===== config.mk =====
export PLATFORM = sky130hd
export DESIGN_NAME = dff_bank_arbiter_flat
export DESIGN_NICKNAME = d
export VERILOG_FILES = /design/src/rtl/dff_bank_arbiter_pkg.sv /design/src/rtl/dff_bank_arbiter_if.sv /design/src/rtl/dff_bank_arbiter_rr_pick.sv /design/src/rtl/dff_bank_arbiter.sv /design/src/flat_wrapper.sv
export SDC_FILE = /design/constraint.sdc
export NUM_CORES = 1
export LEC_CHECK = 0
export ABC_AREA = 0
export CAP_MARGIN = 20
export CORE_ASPECT_RATIO = 1.2
export CORE_MARGIN = 1.5
export CORE_UTILIZATION = 35
export DETAILED_ROUTE_END_ITERATION = 6
export PLACE_DENSITY_LB_ADDON = 0.15
export SETUP_SLACK_MARGIN = 0.4
export SYNTH_ARGS = -nofsm -noshare
export SYNTH_HDL_FRONTEND = slang
export SYNTH_SLANG_ARGS = --single-unit

===== constraint.sdc =====
create_clock -name clk -period 2.15 [get_ports clk]
set_clock_uncertainty 0.1 [all_clocks]
set_input_delay 0.43 -clock clk [delete_from_list [all_inputs] [get_ports clk]]
set_output_delay 0.43 -clock clk [all_outputs]
set_load 0.02 [all_outputs]

===== src/rtl/dff_bank_arbiter_pkg.sv =====
// ----------------------------------------------------------------------------
// dff_arb_pkg
// Shared types and defaults for the dff_bank_arbiter slice.
//   state_t  : arbiter FSM states (IDLE, OWNED)
//   DEF_*    : default parameter values for NREQ / WIDTH / MAX_HOLD
//   onehot() : one-hot vector of a requester index, for up to MAX_NREQ requesters
// ----------------------------------------------------------------------------
package dff_arb_pkg;

  typedef enum logic {
    IDLE  = 1'b0,
    OWNED = 1'b1
  } state_t;

  localparam int DEF_NREQ     = 4;
  localparam int DEF_WIDTH    = 8;
  localparam int DEF_MAX_HOLD = 4;

  // Upper bound on the requester count; onehot() is sized to it.
  localparam int MAX_NREQ = 8;

  // Bit idx set when idx < n, all zero otherwise.
  function automatic logic [MAX_NREQ-1:0] onehot(input int idx, input int n);
    logic [MAX_NREQ-1:0] r;
    r = '0;
    for (int i = 0; i < MAX_NREQ; i++) begin
      if (i == idx && i < n) begin
        r[i] = 1'b1;
      end
    end
    return r;
  endfunction

endpackage


===== src/rtl/dff_bank_arbiter_if.sv =====
// ----------------------------------------------------------------------------
// dff_bank_arbiter_if
// Bundles the requester-facing and storage-facing signals of the arbiter.
//   req   [NREQ]        per-requester request level
//   wdata [NREQ*WIDTH]  packed write data, requester i at [i*WIDTH +: WIDTH]
//   gnt   [NREQ]        registered one-hot grant
//   Q, Qb [WIDTH]       shared bank contents and its complement
//   busy                high while a requester owns the bank
//   owner [clog2(NREQ)] current owner index, meaningful only when busy
// Modports: master = requester side, slave = arbiter side.
// ----------------------------------------------------------------------------
interface dff_bank_arbiter_if
  import dff_arb_pkg::*;
#(
  parameter int NREQ  = DEF_NREQ,
  parameter int WIDTH = DEF_WIDTH
);

  logic [NREQ-1:0]         req;
  logic [NREQ*WIDTH-1:0]   wdata;
  logic [NREQ-1:0]         gnt;
  logic [WIDTH-1:0]        Q;
  logic [WIDTH-1:0]        Qb;
  logic                    busy;
  logic [$clog2(NREQ)-1:0] owner;

  modport master (
    output req, wdata,
    input  gnt, Q, Qb, busy, owner
  );

  modport slave (
    input  req, wdata,
    output gnt, Q, Qb, busy, owner
  );

endinterface


===== src/rtl/dff_bank_arbiter_rr_pick.sv =====
// ----------------------------------------------------------------------------
// rr_pick
// Combinational rotating priority picker: returns the first set req bit found
// scanning upward from ptr with wrap-around.
//   req   [NREQ]          request vector
//   ptr   [clog2(NREQ)]   starting scan position
//   found                 at least one req bit set
//   idx   [clog2(NREQ)]   winning index (0 when nothing found)
// ----------------------------------------------------------------------------
module rr_pick
  import dff_arb_pkg::*;
#(
  parameter int NREQ = DEF_NREQ
) (
  input  logic [NREQ-1:0]         req,
  input  logic [$clog2(NREQ)-1:0] ptr,
  output logic                    found,
  output logic [$clog2(NREQ)-1:0] idx
);

  localparam int IDXW = $clog2(NREQ);
  localparam int SW   = IDXW + 1;

  // slot[gi] is the requester examined at scan offset gi; rot[gi] its request.
  logic [IDXW-1:0] slot [NREQ];
  logic [NREQ-1:0] rot;

  genvar gi;
  generate
    for (gi = 0; gi < NREQ; gi++) begin : g_rot
      logic [SW-1:0] sum_w;
      // One extra bit so ptr+offset never overflows before the modulo fold.
      assign sum_w     = {1'b0, ptr} + SW'(gi);
      assign slot[gi]  = (sum_w >= SW'(NREQ)) ? IDXW'(sum_w - SW'(NREQ)) : IDXW'(sum_w);
      assign rot[gi]   = req[slot[gi]];
    end
  endgenerate

  // Scan from the far end so the smallest offset is the last to write idx.
  always_comb begin
    found = 1'b0;
    idx   = '0;
    for (int k = NREQ - 1; k >= 0; k--) begin
      if (rot[k]) begin
        found = 1'b1;
        idx   = slot[k];
      end
    end
  end

endmodule


===== src/rtl/dff_bank_arbiter.sv =====
// ----------------------------------------------------------------------------
// dff_bank_arbiter
// Shares one WIDTH-bit register bank between NREQ requesters. The winner of a
// round-robin pick owns the bank and writes its wdata word every cycle until it
// drops req or has held the grant for MAX_HOLD cycles; every release is
// followed by exactly one idle cycle before the next grant.
//   clk   rising-edge clock
//   rst   asynchronous active-high reset
//   bus   dff_bank_arbiter_if.slave (req, wdata in; gnt, Q, Qb, busy, owner out)
// Build option DFF_ARB_FIXED_PRIORITY_EN selects lowest-index priority and
// removes the rotating pointer register.
// ----------------------------------------------------------------------------
module dff_bank_arbiter
  import dff_arb_pkg::*;
#(
  parameter int NREQ     = DEF_NREQ,
  parameter int WIDTH    = DEF_WIDTH,
  parameter int MAX_HOLD = DEF_MAX_HOLD
) (
  input  logic               clk,
  input  logic               rst,
  dff_bank_arbiter_if.slave  bus
);

  localparam int IDXW = $clog2(NREQ);
  localparam int HW   = $clog2(MAX_HOLD + 1);

  state_t            state_reg;
  logic [NREQ-1:0]   gnt_reg;
  logic [WIDTH-1:0]  q_reg;
  logic              busy_reg;
  logic [IDXW-1:0]   owner_reg;
  logic [HW-1:0]     hold_cnt_reg;

  logic [WIDTH-1:0]  wdata_words [NREQ];
  logic [IDXW-1:0]   pick_ptr;
  logic              pick_found;
  logic [IDXW-1:0]   pick_idx;
  logic [NREQ-1:0]   pick_gnt;

  genvar gi;
  generate
    for (gi = 0; gi < NREQ; gi++) begin : g_words
      assign wdata_words[gi] = bus.wdata[gi*WIDTH +: WIDTH];
    end
  endgenerate

`ifdef DFF_ARB_FIXED_PRIORITY_EN
  // Scanning from 0 turns the rotating picker into a lowest-index encoder.
  assign pick_ptr = '0;
`else
  logic [IDXW-1:0]   rr_ptr_reg;
  assign pick_ptr = rr_ptr_reg;
`endif

  rr_pick #(
    .NREQ (NREQ)
  ) u_pick (
    .req   (bus.req),
    .ptr   (pick_ptr),
    .found (pick_found),
    .idx   (pick_idx)
  );

  assign pick_gnt = NREQ'(onehot(int'(pick_idx), NREQ));

  always_ff @(posedge clk or posedge rst) begin
    if (rst) begin
      state_reg    <= IDLE;
      gnt_reg      <= '0;
      q_reg        <= '0;
      busy_reg     <= 1'b0;
      owner_reg    <= '0;
      hold_cnt_reg <= '0;
`ifndef DFF_ARB_FIXED_PRIORITY_EN
      rr_ptr_reg   <= '0;
`endif
    end else begin
      case (state_reg)
        IDLE: begin
          if (pick_found) begin
            // Grant and first write land on the same edge.
            state_reg    <= OWNED;
            gnt_reg      <= pick_gnt;
            q_reg        <= wdata_words[pick_idx];
            busy_reg     <= 1'b1;
            owner_reg    <= pick_idx;
            hold_cnt_reg <= HW'(1);
          end
        end
        OWNED: begin
          if (bus.req[owner_reg] && (hold_cnt_reg < HW'(MAX_HOLD))) begin
            q_reg        <= wdata_words[owner_reg];
            hold_cnt_reg <= hold_cnt_reg + 1'b1;
          end else begin
            // Release; Q keeps the last written word, owner keeps its value
            // but is no longer meaningful once busy drops.
            state_reg    <= IDLE;
            gnt_reg      <= '0;
            busy_reg     <= 1'b0;
            hold_cnt_reg <= '0;
`ifndef DFF_ARB_FIXED_PRIORITY_EN
            rr_ptr_reg   <= (owner_reg == IDXW'(NREQ - 1)) ? '0 : owner_reg + 1'b1;
`endif
          end
        end
        default: begin
          state_reg <= IDLE;
          gnt_reg   <= '0;
          busy_reg  <= 1'b0;
        end
      endcase
    end
  end

  assign bus.gnt   = gnt_reg;
  assign bus.Q     = q_reg;
  assign bus.Qb    = ~q_reg;
  assign bus.busy  = busy_reg;
  assign bus.owner = owner_reg;

endmodule


===== src/flat_wrapper.sv =====
// flat-port wrapper written by rule: the top's interface ports become plain ports
module dff_bank_arbiter_flat import dff_arb_pkg::*;
#(
  parameter int NREQ     = DEF_NREQ,
  parameter int WIDTH    = DEF_WIDTH,
  parameter int MAX_HOLD = DEF_MAX_HOLD
)
  (clk, rst, bus_req, bus_wdata, bus_gnt, bus_Q, bus_Qb, bus_busy, bus_owner);
  dff_bank_arbiter_if #(.NREQ(NREQ), .WIDTH(WIDTH)) bus_i ();
  input  logic clk;
  input  logic rst;
  input wire logic [$bits(bus_i.req)-1:0] bus_req;
  input wire logic [$bits(bus_i.wdata)-1:0] bus_wdata;
  output wire logic [$bits(bus_i.gnt)-1:0] bus_gnt;
  output wire logic [$bits(bus_i.Q)-1:0] bus_Q;
  output wire logic [$bits(bus_i.Qb)-1:0] bus_Qb;
  output wire logic [$bits(bus_i.busy)-1:0] bus_busy;
  output wire logic [$bits(bus_i.owner)-1:0] bus_owner;
  assign bus_i.req = bus_req;
  assign bus_i.wdata = bus_wdata;
  assign bus_gnt = bus_i.gnt;
  assign bus_Q = bus_i.Q;
  assign bus_Qb = bus_i.Qb;
  assign bus_busy = bus_i.busy;
  assign bus_owner = bus_i.owner;
  dff_bank_arbiter #(.NREQ(NREQ), .WIDTH(WIDTH), .MAX_HOLD(MAX_HOLD)) u_core (.clk(clk), .rst(rst), .bus(bus_i));
endmodule

==> summary.txt, run 1 <==
Outcome = finished, final reports clean
Synth Net Count = 209
CP Depth = 4
CP top delay family = multiplexers
IO Port Bufs = 60
Crit Path Category = register to register
Sw Share = 0.455
1st-pass router iterations = 4
Setup crit start = u_core.bus.owner[0]
P per Cell Area = 1350 mW/mm²
Starting Density = 0.373
Placed cell areas = 0.00251 mm²
Type of the tightest min-delay check = input pin to async pin
Worst-skew pair later-pin latency = 0.28 ns
Post-DP HPWL = 4050 µm
Initial antenna violation count = 0
DR vias = 1760
Number of global-route vias before repair = 1839
Die area = 0.00506 mm²
Fin crit share = 0.832
Part of the power in registers = 0.211
Finished Cell Area = 0.00270 mm²
H-tree levels = 1
R2r endpoint = u_core.bus.gnt[1]
CTS tree = yes
EDFF count, synth = 0
Syn_area_per_cell = 9.62 µm²
Hold Buf Count CTS = 0
Commonest non-fill, non-tap cell in the layout = clkdlybuf4s50_1
Starting DRT DRC Count = 123
Hold_ws = 0.392 ns
Psw = 0.00166 W
Worst setup path end = u_core.bus.gnt[1]
Comb pwr share = 0.713
Commonest non-fill, non-tap cells in the layout = clkdlybuf4s50_1, buf_4, dlygate4sd2_1, dfrtp_1, inv_1
IO Count = 61
Post-Synthesis Cell Area = 0.00163 mm²
Cell variety after synth = 40
Filler Cells Inserted = 393
Routed len/inst = 18.1 µm
Max-slew violations = 0
CTS Buffer Depth = 2
GPL Wtd Cong = 0.965
Crit start category = register
Final hold violation count = 0
Yosys warns = 0
Area share of the leading cell type in the synthesized netlist = 0.323
P&R area growth vs syn = 66.1%
Worst R2R Start = u_core.bus.owner[0]
Worst Path Required = 2.21 ns
Primary FF master, synth = dfrtp_1
Chip Width = 65.2 µm
Final Instance Count excl. Fillers = 310
Post-synthesis cell count = 169
Unrepaired setup endpoints after global routing = true
Cell taking the most area after synthesis = dfrtp_1
CORE AREA = 0.00436 mm²
Post-Place Cells = 296
CTS buffer count = 3
Slowest stage cell on the critical path = mux4_2
Number of remaining DRC errors = 0
VDD IR max = 0.000701 V
Reg2Reg Depth = 4
Worst Path Buf+Inv = 0
GRT Total Usage = 0.230
Post-synthesis sequential area ratio = 0.323
Relative slew slack = 0.758
Top cells by area, synth = dfrtp_1, mux4_2, a221oi_1
Row count = 26
Seq cells post-synth = 21
Detail Route Antenna Nets = 0
Worst EP arrival = 1.85 ns
Final Core Density = 0.619
NumNets Final = 295
Final wirelength = 5620 µm
Die Y-Extent = 77.7 µm
Number of flip-flops in the largest register = 8
Share of cells above drive strength 1 = 0.370
Max Fclk = 0.559 GHz
# diodes = 0
Async SR Flop Fraction = 1.00
Largest net degree at the start of global routing = 22
Total grt overflow = 0
Worst slew pin tran = 0.364 ns
Reg2reg setup slack = 0.36 ns
First-pass GRT wire length = 9110 µm
LEAKAGE = 1.18 nW
Int Pwr = 0.00198 W
CP max stage delay = 0.57 ns
Worst-path clk slew = 0.09 ns
Clk root buf = clkbuf_8
Min Tclk post-route = 1.79 ns
Post-DR vias/cell = 5.68
Clock power frac = 0.077
Setup crit end kind = register
Max-Cap Viols = 0
Clk sinks = 21
Crit path max fanout = 4
Critical path, cell by cell = mux4_2, nor2b_4, a21o_1, a22o_1
Final setup viols = 0
[metal layers]
| layer | track usage | routed length (µm) | vias to the layer above |
|---|---|---|---|
| met1 | 0.296 | 2260 | 875 |
| met5 | 0 | 0 | - |
| li1 | - | - | 824 |
| met3 | 0.0319 | 288 | 5 |
| met2 | 0.397 | 3010 | 56 |
| met4 | 0.0688 | 65 | 0 |
[metrics by stage]
step | setup TNS (ns) | power, W | worst slack (ns)
6_report | 0 | 0.00364 | 0.360
5_1_grt | 0 | 0.00388 | 0.295
3_3_place_gp | -2.77 | 0.00317 | -0.355
2_1_floorplan | 0 | 0.00220 | 0.223
4_1_cts | 0 | 0.00355 | 0.376
3_5_place_dp | -3.52 | 0.00323 | -0.421
[worst min path at each step]
| stage | to | slack (ns) | cells after the start |
|---|---|---|---|
| 6_report | u_core.bus.Q[5] | 0.39 | 3 |
| 5_1_grt | u_core.bus.gnt[0] | 0.41 | 1 |
| 4_1_cts | u_core.bus.Q[5] | 0.40 | 3 |
| 3_5_place_dp | u_core.bus.busy | 0.38 | 1 |
| 3_3_place_gp | u_core.bus.busy | 0.38 | 1 |
| 2_1_floorplan | u_core.bus.Q[0] | 0.31 | 1 |
[synth_stat cells (4+ instances only)]
cell	n
inv_1	13
nand3_1	7
nand2_1	11
clkbuf_1	5
nand2b_1	4
o21ai_1	4
buf_2	6
nor2_1	6
o21ai_0	11
dfrtp_1	21
mux4_2	9
nor3_1	9
a21o_1	6
and3_1	5
a221oi_1	13
[what timing repair did]
action | in CTS | in global routing
setup buffers | 9 | 1
resized for setup | 52 | 13
pin swaps | 3 | 9
endpoints found under the setup margin | 41 | 14
[worst register-to-register path, cell delays in order (launching register included)]
cell and delay (ns):
dfrtp_2 0.40, mux4_2 0.57, nor2b_4 0.17, a21o_1 0.21, a22o_1 0.22
[final cells by class]
cell class / count / area [µm²] / share of cell area
Multi-Input combinational cell: 121 / 1140 / 0.421
Timing Repair Buffer: 95 / 868 / 0.322
Inverter: 13 / 48.8 / 0.0181
Clock buffer: 4 / 45.0 / 0.0167
Sequential cell: 21 / 531 / 0.196
Tap cell: 56 / 70.1 / 0.0259
[power groups by stage]
stage / Clock [W] / Combinational, W / Sequential (W)
floorplan: 0 / 0.00133 / 0.000873
finish: 0.000279 / 0.00259 / 0.000767
CTS: 0.000288 / 0.00250 / 0.000763
global placement: 0 / 0.00238 / 0.000784
detailed placement: 0 / 0.00243 / 0.000794
global route: 0.000301 / 0.00279 / 0.000790
[cell families after synthesis]
group           after synthesis  synth area share
compound gates               58             0.279
fa+ha+maj                     2            0.0154
buf+inv                      27            0.0739
flops                        21             0.323
mux                          10             0.132
simple gates                 51             0.176
No activity file was read; power rests on OpenSTA's default activity.
==> inputs of run 2 (changes only) <==
- clock period: 2.15 -> 1.5 ns (I/O delays scaled with it)
==> summary.txt, run 2 (synthesized netlist as in run 1, its figures left out) <==
Outcome = finished, violations left
Failing checks = negative setup slack
Chip Width = 65.2 µm (unchanged)
Setup crit end kind = register
NumNets Final = 330 (+12%)
Clk sinks = 21 (unchanged)
Worst-path clk slew = 0.09 ns (about the same)
Post-DR vias/cell = 5.83 (+2.8%)
Reg2Reg Depth = 6 (+2)
Filler Cells Inserted = 328 (-17%)
P&R area growth vs syn = 100%
Unrepaired setup endpoints after global routing = true
Row count = 26 (unchanged)
Fin worst setup slack = -0.294 ns (-0.654 ns)
Max-slew violations = 0 (unchanged)
Number of global-route vias before repair = 2079 (+13%)
Type of the tightest min-delay check = input pin to async pin
DR vias = 2013 (+14%)
CTS tree = yes
CORE AREA = 0.00436 mm² (unchanged)
Clk root buf = clkbuf_8
Final wirelength = 6920 µm (+23%)
Crit path max fanout = 5 (+1)
Fin crit share = 1.20 (+0.363)
GPL Wtd Cong = 0.855 (-11%)
Routed len/inst = 20.1 µm (+11%)
Relative slew slack = 0.673 (-0.0848)
Max-Cap Viols = 0 (unchanged)
Slowest stage cell on the critical path = or4_4
Initial antenna violation count = 0 (unchanged)
Detail Route Antenna Nets = 0 (unchanged)
Total grt overflow = 0 (unchanged)
VDD IR max = 0.00118 V (+68%)
GRT Total Usage = 0.266 (+0.0363)
Number of remaining DRC errors = 0 (unchanged)
Die area = 0.00506 mm² (unchanged)
Largest net degree at the start of global routing = 22 (unchanged)
Setup_tns = -3.83 ns (-3.83 ns)
Final hold violation count = 0 (unchanged)
Crit Path Category = register to register
Setup crit start = u_core.pick_ptr[0]
CP top delay family = simple AND/OR/NAND/NOR gates
Worst Path Buf+Inv = 1 (+1)
Commonest non-fill, non-tap cell in the layout = buf_4
CP Depth = 6 (+2)
Worst-skew pair later-pin latency = 0.27 ns (about the same)
IO Port Bufs = 60 (unchanged)
Final setup viols = 18 (+18)
LEAKAGE = 1.40 nW (+19%)
Commonest non-fill, non-tap cells in the layout = buf_4, clkdlybuf4s50_1, buf_6, dfrtp_1, a221oi_2
Share of cells above drive strength 1 = 0.630 (+0.260)
Final Core Density = 0.747 (+0.127)
Post-DP HPWL = 4500 µm (+11%)
Crit start category = register
H-tree levels = 1 (unchanged)
1st-pass router iterations = 4 (unchanged)
Max Fclk = 0.558 GHz (-0.22%)
Starting Density = 0.373 (unchanged)
CTS buffer count = 3 (unchanged)
Worst R2R Start = u_core.pick_ptr[0]
Worst EP arrival = 1.83 ns (-0.02 ns)
Starting DRT DRC Count = 80 (-35%)
First-pass GRT wire length = 10400 µm (+14%)
Die Y-Extent = 77.7 µm (unchanged)
Critical path, cell by cell = nor2b_4, buf_4, or4_4, nand3_2, a21o_1, a221oi_2
IO Count = 61 (unchanged)
Worst slew pin tran = 0.491 ns (+0.127 ns)
Worst Path Required = 1.53 ns (-0.68 ns)
Min Tclk post-route = 1.79 ns (+0.00396 ns)
# diodes = 0 (unchanged)
CTS Buffer Depth = 2 (unchanged)
Number of flip-flops in the largest register = 8 (unchanged)
CP max stage delay = 0.54 ns (-0.03 ns)
P per Cell Area = 2030 mW/mm² (+51%)
## run 2: changes by cell type in the layout (fill, tap and decap cells not counted), moves of 6 or more
cell	before	now
o21ai_0	11	4
inv_1	13	4
buf_6	3	29
nand3_1	6	0
dlygate4sd2_1	22	1
nand3_2	1	7
buf_4	28	55
inv_2	0	9
## run 2: timing repair
action / 4_1_cts / 5_1_grt
pin swaps: 5 / 4
setup endpoints to repair: 44 / 44
buffers inserted: 8 / 9
hold buffers: 0 / 0
cloned: 3 / 0
resized for setup: 185 / 47
## run 2: where the power goes
part	switching (W)	internal, W	total [W]
sequential	0.000284	0.000847	0.00113
clock	0.000204	0.000185	0.000389
combinational	0.00239	0.00271	0.00509
## run 2: worst reg2reg max path, delay by kind of cell, from the launching register on
family | cells | cell delay [ns]
DFF | 1 | 0.47
buffers and inverters | 1 | 0.14
AOI/OAI and AO/OA | 2 | 0.21
and+or+nand+nor | 3 | 0.74
## run 2: path summary, 6_finish.rpt
check | endpoint | slack [ns]
worst max-delay path | u_core.bus.Q[7] | -0.29
worst min-delay path | u_core.bus.Q[4] | 0.29
worst max register to register | u_core.bus.Q[7] | -0.29
worst min register to register | u_core.hold_cnt_reg[0] | 0.40
max in group asynchronous | u_core.bus.owner[0] | 0.75
min in group clk | u_core.hold_cnt_reg[0] | 0.40
## run 2: through the flow
stage	power (W)	worst slack [ns]	cells	cell area [µm²]	hold slack, ns
after global routing	0.00693	-0.325	345	3250	0.319
after CTS	0.00598	-0.242	336	3000	0.283
after global placement	0.00477	-0.812	321	2690	0.372
after detailed placement	0.00486	-0.882	321	2690	0.388
after floorplan	0.00318	-0.290	169	1700	0.176
final	0.00662	-0.294	345	3250	0.286
## run 2: per-layer routing
layer,vias to the layer above,wire length [µm],GRT usage,share of wire
li1,902,-,-,-
met1,1004,2640,0.312,0.38
met2,83,3690,0.487,0.53
met3,24,371,0.0420,0.054
met4,0,215,0.0854,0.031
met5,-,0,0,0
## run 2: final cells by class
cell class	instances	area [µm²]	area share
Multi-Input combinational cell	123	1320	0.405
Tap cell	56	70.1	0.0215
Clock buffer	3	41.3	0.0127
Sequential cell	21	531	0.163
Clock inverter	1	5.00	0.00154
Inverter	13	48.8	0.0150
Timing Repair Buffer	128	1240	0.381
==> inputs of run 3 (changes only) <==
- ABC_CLOCK_PERIOD_IN_PS: default -> 1500
- CTS_BUF_LIST: default -> sky130_fd_sc_hd__clkbuf_8
==> results of run 3 <==
Final layout, timing and power as in run 2 (identical DEF).
==> RTL change 1 (flow settings as in run 2) <==
Change the package constant `DEF_MAX_HOLD` from 4 to 16.
--- a/src/rtl/dff_bank_arbiter_pkg.sv
+++ b/src/rtl/dff_bank_arbiter_pkg.sv
@@ -14,7 +14,7 @@
 
   localparam int DEF_NREQ     = 4;
   localparam int DEF_WIDTH    = 8;
-  localparam int DEF_MAX_HOLD = 4;
+  localparam int DEF_MAX_HOLD = 16;
 
   // Upper bound on the requester count; onehot() is sized to it.
   localparam int MAX_NREQ = 8;
Behaviour: not the same (Yosys sat finds a counterexample within 10 cycles, from zero or initial values and one cycle with rst high).
==> RTL change 1 against run 2 <==
The flow still finishes with violations (negative setup slack). Wire length is 19% lower. Worst hold slack lost 0.0043 ns. Non-clock buffer count down 4. Power down 0.99%. Fmax shrank 4.2%. Area after synthesis decreased by 0.77%. Setup slack worse by 0.079 ns. Combinational power fell by 3%. Count of clock-buffer cells in the layout is 1 higher. Cell area down 4.3%. Sequential power rose by 5%. Sequential cell count grew 2.
==> RTL change 1: results (changes against run 2) <==
| Metric | Value |
|---|---|
| Status | complete, but fails checks |
| Failing checks | negative setup slack |
| Yosys cell types | 33 (-18%) |
| Mapped Avg Cell Area | 9.89 sq um (+2.9%) |
| Vias per cell | 5.29 (-9.3%) |
| Reg-to-Reg Start | u_core.pick_ptr[1] |
| Final wirelength | 5.59 mm (-19%) |
| Wire length on met2 | 3.18 mm (-14%) |
| Hpwl dp | 3.79 mm (-16%) |
| GRT Total Usage | 0.214 (-0.0527) |
| Fill cell count | 319 (-2.7%) |
| Top cells by count, synth | dfrtp_1 (23), nor2_1 (17), inv_1 (13), o21ai_1 (13), mux2i_1 (12) |
| Setup repair bufs after CTS | 13 (+5) |
| Initial drt markers | 86 (+7.5%) |
| CP arrival | 1.93 ns (+0.10 ns) |
| Layout cells sized above 1 | 0.544 (-0.0856) |
| Inst Count DP | 310 (-3.4%) |
| Post-cts sizing count | 180 (-2.7%) |
| Final WS setup | -0.373 ns (-0.0795 ns) |
| Syn Nets | 203 (-2.9%) |
| Seq/Total Area, Yosys | 0.357 (+0.0335) |
| Min Hold Slack | 0.282 ns (-0.00432 ns) |
| Final setup viols | 23 (+5) |
| Nets | 324 (-1.8%) |
| Cell family with most CP delay | compound AO/OA/AOI/OAI gates |
| Vias | 1794 (-11%) |
| Metal-1 WL | 2.17 mm (-18%) |
| Slew headroom | 0.758 (+0.0853) |
| Worst VDD drop | 0.00122 V (+3.3%) |
| Setup_tns | -5.55 ns (-1.71 ns) |
| GR Util met2 | 0.409 (-0.0775) |
| CP max FO | 12 (+7) |
| First-pass GRT wire length | 8.41 mm (-19%) |
| CP Depth | 7 (+1) |
==> RTL change 1: kinds of logic after synthesis <==
logic type | after synthesis | synth area share
and+or+nand+nor | 46 | 0.133
AOI/OAI and AO/OA | 43 | 0.189
muxes | 26 | 0.235
buffers and inverters | 23 | 0.0706
DFF | 23 | 0.357
adders and majority gates | 2 | 0.0155
==> RTL change 1: area by class of cell <==
type | count | share of cell area
repair buffers | 124 | 0.397
multi-input cells | 118 | 0.363
flip-flops and latches | 23 | 0.186
well taps | 56 | 0.0225
inverters | 14 | 0.0169
clock buffers | 4 | 0.0145
==> RTL change 1: metrics by stage <==
step                area (sq um)  setup WS [ns]  total power, uW
finish                      3110         -0.373             6550
global route                3110         -0.472             6890
CTS                         2930         -0.371             6000
detailed placement          2590         -0.812             4740
global placement            2590         -0.748             4650
floorplan                   1660         -0.352             3200
==> RTL change 1: report_power, final <==
part	switching (uW)	internal, uW
Clock	209	190
Sequential	290	903
Combinational	2200	2760
==> RTL change 2 (flow settings as in run 2) <==
Without the edit above. Reset style: synchronous (`rst`), changed in one clocked block. Comments in the files are not updated.
--- a/src/rtl/dff_bank_arbiter.sv
+++ b/src/rtl/dff_bank_arbiter.sv
@@ -64,7 +64,7 @@
 
   assign pick_gnt = NREQ'(onehot(int'(pick_idx), NREQ));
 
-  always_ff @(posedge clk or posedge rst) begin
+  always_ff @(posedge clk) begin
     if (rst) begin
       state_reg    <= IDLE;
       gnt_reg      <= '0;
Behaviour: differs if rst is asserted again (counterexample within 4 cycles, from zero or initial values and one cycle with rst high); with rst held inactive, the same outputs for 10 cycles.
==> RTL change 2 against run 2 <==
The run still ends with negative setup slack left. Synthesized cell count increased by 12%. Wire length decreased by 13%. Critical path type unchanged. Final cell count increased by 7.8%. Count of clock-buffer cells in the layout increased by 1. Worst hold slack improved by 0.075 ns. Cell area decreased by 4.2%. Setup slack improved by 0.038 ns. Utilization decreased by 6.3 points. Area after synthesis increased by 0.77%. Sequential cell count unchanged.
Power is not compared: it rests on default switching activity, and its combinational part moved more than twofold at a synthesized area within 25%.
==> RTL change 2: results (changes against run 2) <==
| Metric | Value |
|---|---|
| Post-Synth Adder-Cell Area | 0.0153 (-0.000118) |
| Crit path from | u_core.bus.owner[0] |
| Clock root buffer | clkbuf_8 |
| P_leak | 0.00143 uW |
| Yosys cell types | 43 (+7.5%) |
| Worst VDD drop | 0.000502 V |
| Mapped Avg Cell Area | 8.67 sq um (-9.9%) |
| Nets | 355 (+7.6%) |
| Cell family with most CP delay | multiplexers |
| Failing checks | negative setup slack |
| Worst hold path class | flop to flop |
| Vias per cell | 5.23 (-10%) |
| Dpl ws | -0.869 ns (+0.0129 ns) |
| Area contributors post-synth | dfxtp_1 (26%), mux4_2 (12%), a21oi_1 (4.0%), nor2b_1 (3.8%), mux2i_1 (3.7%) |
| Xor/xnor share of the synthesized area | 0 (unchanged) |
| Hold Startpoint | u_core.bus.gnt[0] |
| Layout cells sized above 1 | 0.570 (-0.0597) |
| Reg-to-Reg Start | u_core.bus.owner[0] |
| Top cells by count, synth | dfxtp_1 (21), a21oi_1 (13), nor2_1 (12), o21ai_0 (12) |
| # diodes | 0 (unchanged) |
| Dpl cell area | 2760 sq um (+2.6%) |
| Worst r2r path cells | 6 (unchanged) |
| Final WS setup | -0.256 ns (+0.0379 ns) |
| Vias | 1945 (-3.4%) |
| Top_reg_cell synth | dfxtp_1 |
| First-pass GRT wire length | 9.52 mm (-8.7%) |
| Initial drt markers | 64 (-20%) |
| RD Place Congestion | 0.835 (-2.3%) |
| Max reg flops | 8 (unchanged) |
| Hpwl dp | 4.21 mm (-6.5%) |
| Share of synthesized registers carrying an async set or reset | 0 (-1.00) |
| CTS Buffer Depth | 2 (unchanged) |
| Final wirelength | 6.04 mm (-13%) |
| CP max FO | 7 (+2) |
| Seq/Total Area, Yosys | 0.257 (-0.0666) |
| Status | complete, but fails checks |
| Vias in the first global route | 2016 (-3.0%) |
| Worst Hold Endpoint | u_core.bus.gnt[0] |
| Worst setup endpoint | u_core.bus.Q[2] |
| Slew headroom | 0.765 (+0.0920) |
| Compound-gate portion of the synthesized area | 0.272 (-0.00748) |
| Min Hold Slack | 0.361 ns (+0.0748 ns) |
| GRT Total Usage | 0.238 (-0.0285) |
| Cell type of the slowest stage on the worst timing path | mux4_2 |
| Syn Nets | 229 (+9.6%) |
| Delay of the slowest critical-path stage | 0.54 ns (about the same) |
| Worst-path clk slew | 0.08 ns |
| Setup_tns | -2.86 ns (+0.975 ns) |
| Proportion of synthesized area in mux cells | 0.160 (+0.0288) |
| Inst Count DP | 349 (+8.7%) |
| Largest net degree at the start of global routing | 13 (-41%) |
| Final setup viols | 19 (+1) |
-- RTL change 2: changes by cell type after synthesis, moves of 6 or more --
cell	delta
a21oi_1	+11
dfxtp_1	+21
nor2b_1	+7
a221oi_1	-13
dfrtp_1	-21
nor2_1	+6
mux2i_1	+6
-- RTL change 2: power by group --
group          total [uW]  switching, uW  internal [uW]
Combinational        1160            510            646
Clock                 396            206            190
Sequential            677           55.4            622
-- RTL change 2: layer usage --
metal / share of wire / global-route usage
met5: 0 / 0
met4: 0.011 / 0.0563
met3: 0.032 / 0.0203
met2: 0.55 / 0.449
met1: 0.41 / 0.284
-- RTL change 2: what timing repair did --
item | in CTS | in global routing
setup endpoints to repair | 44 | 44
cloned | 1 | 0
setup buffers | 13 | 5
pin swaps | 11 | 5
gates resized for setup | 189 | 19
-- RTL change 2: layout make-up --
cell class	instances	area, sq um
Clock buffer	4	45.0
Fill cell	391	1440
Inverter	11	43.8
Multi-Input combinational cell	144	1280
Sequential cell	21	448
Tap cell	58	72.6
Timing Repair Buffer	134	1220
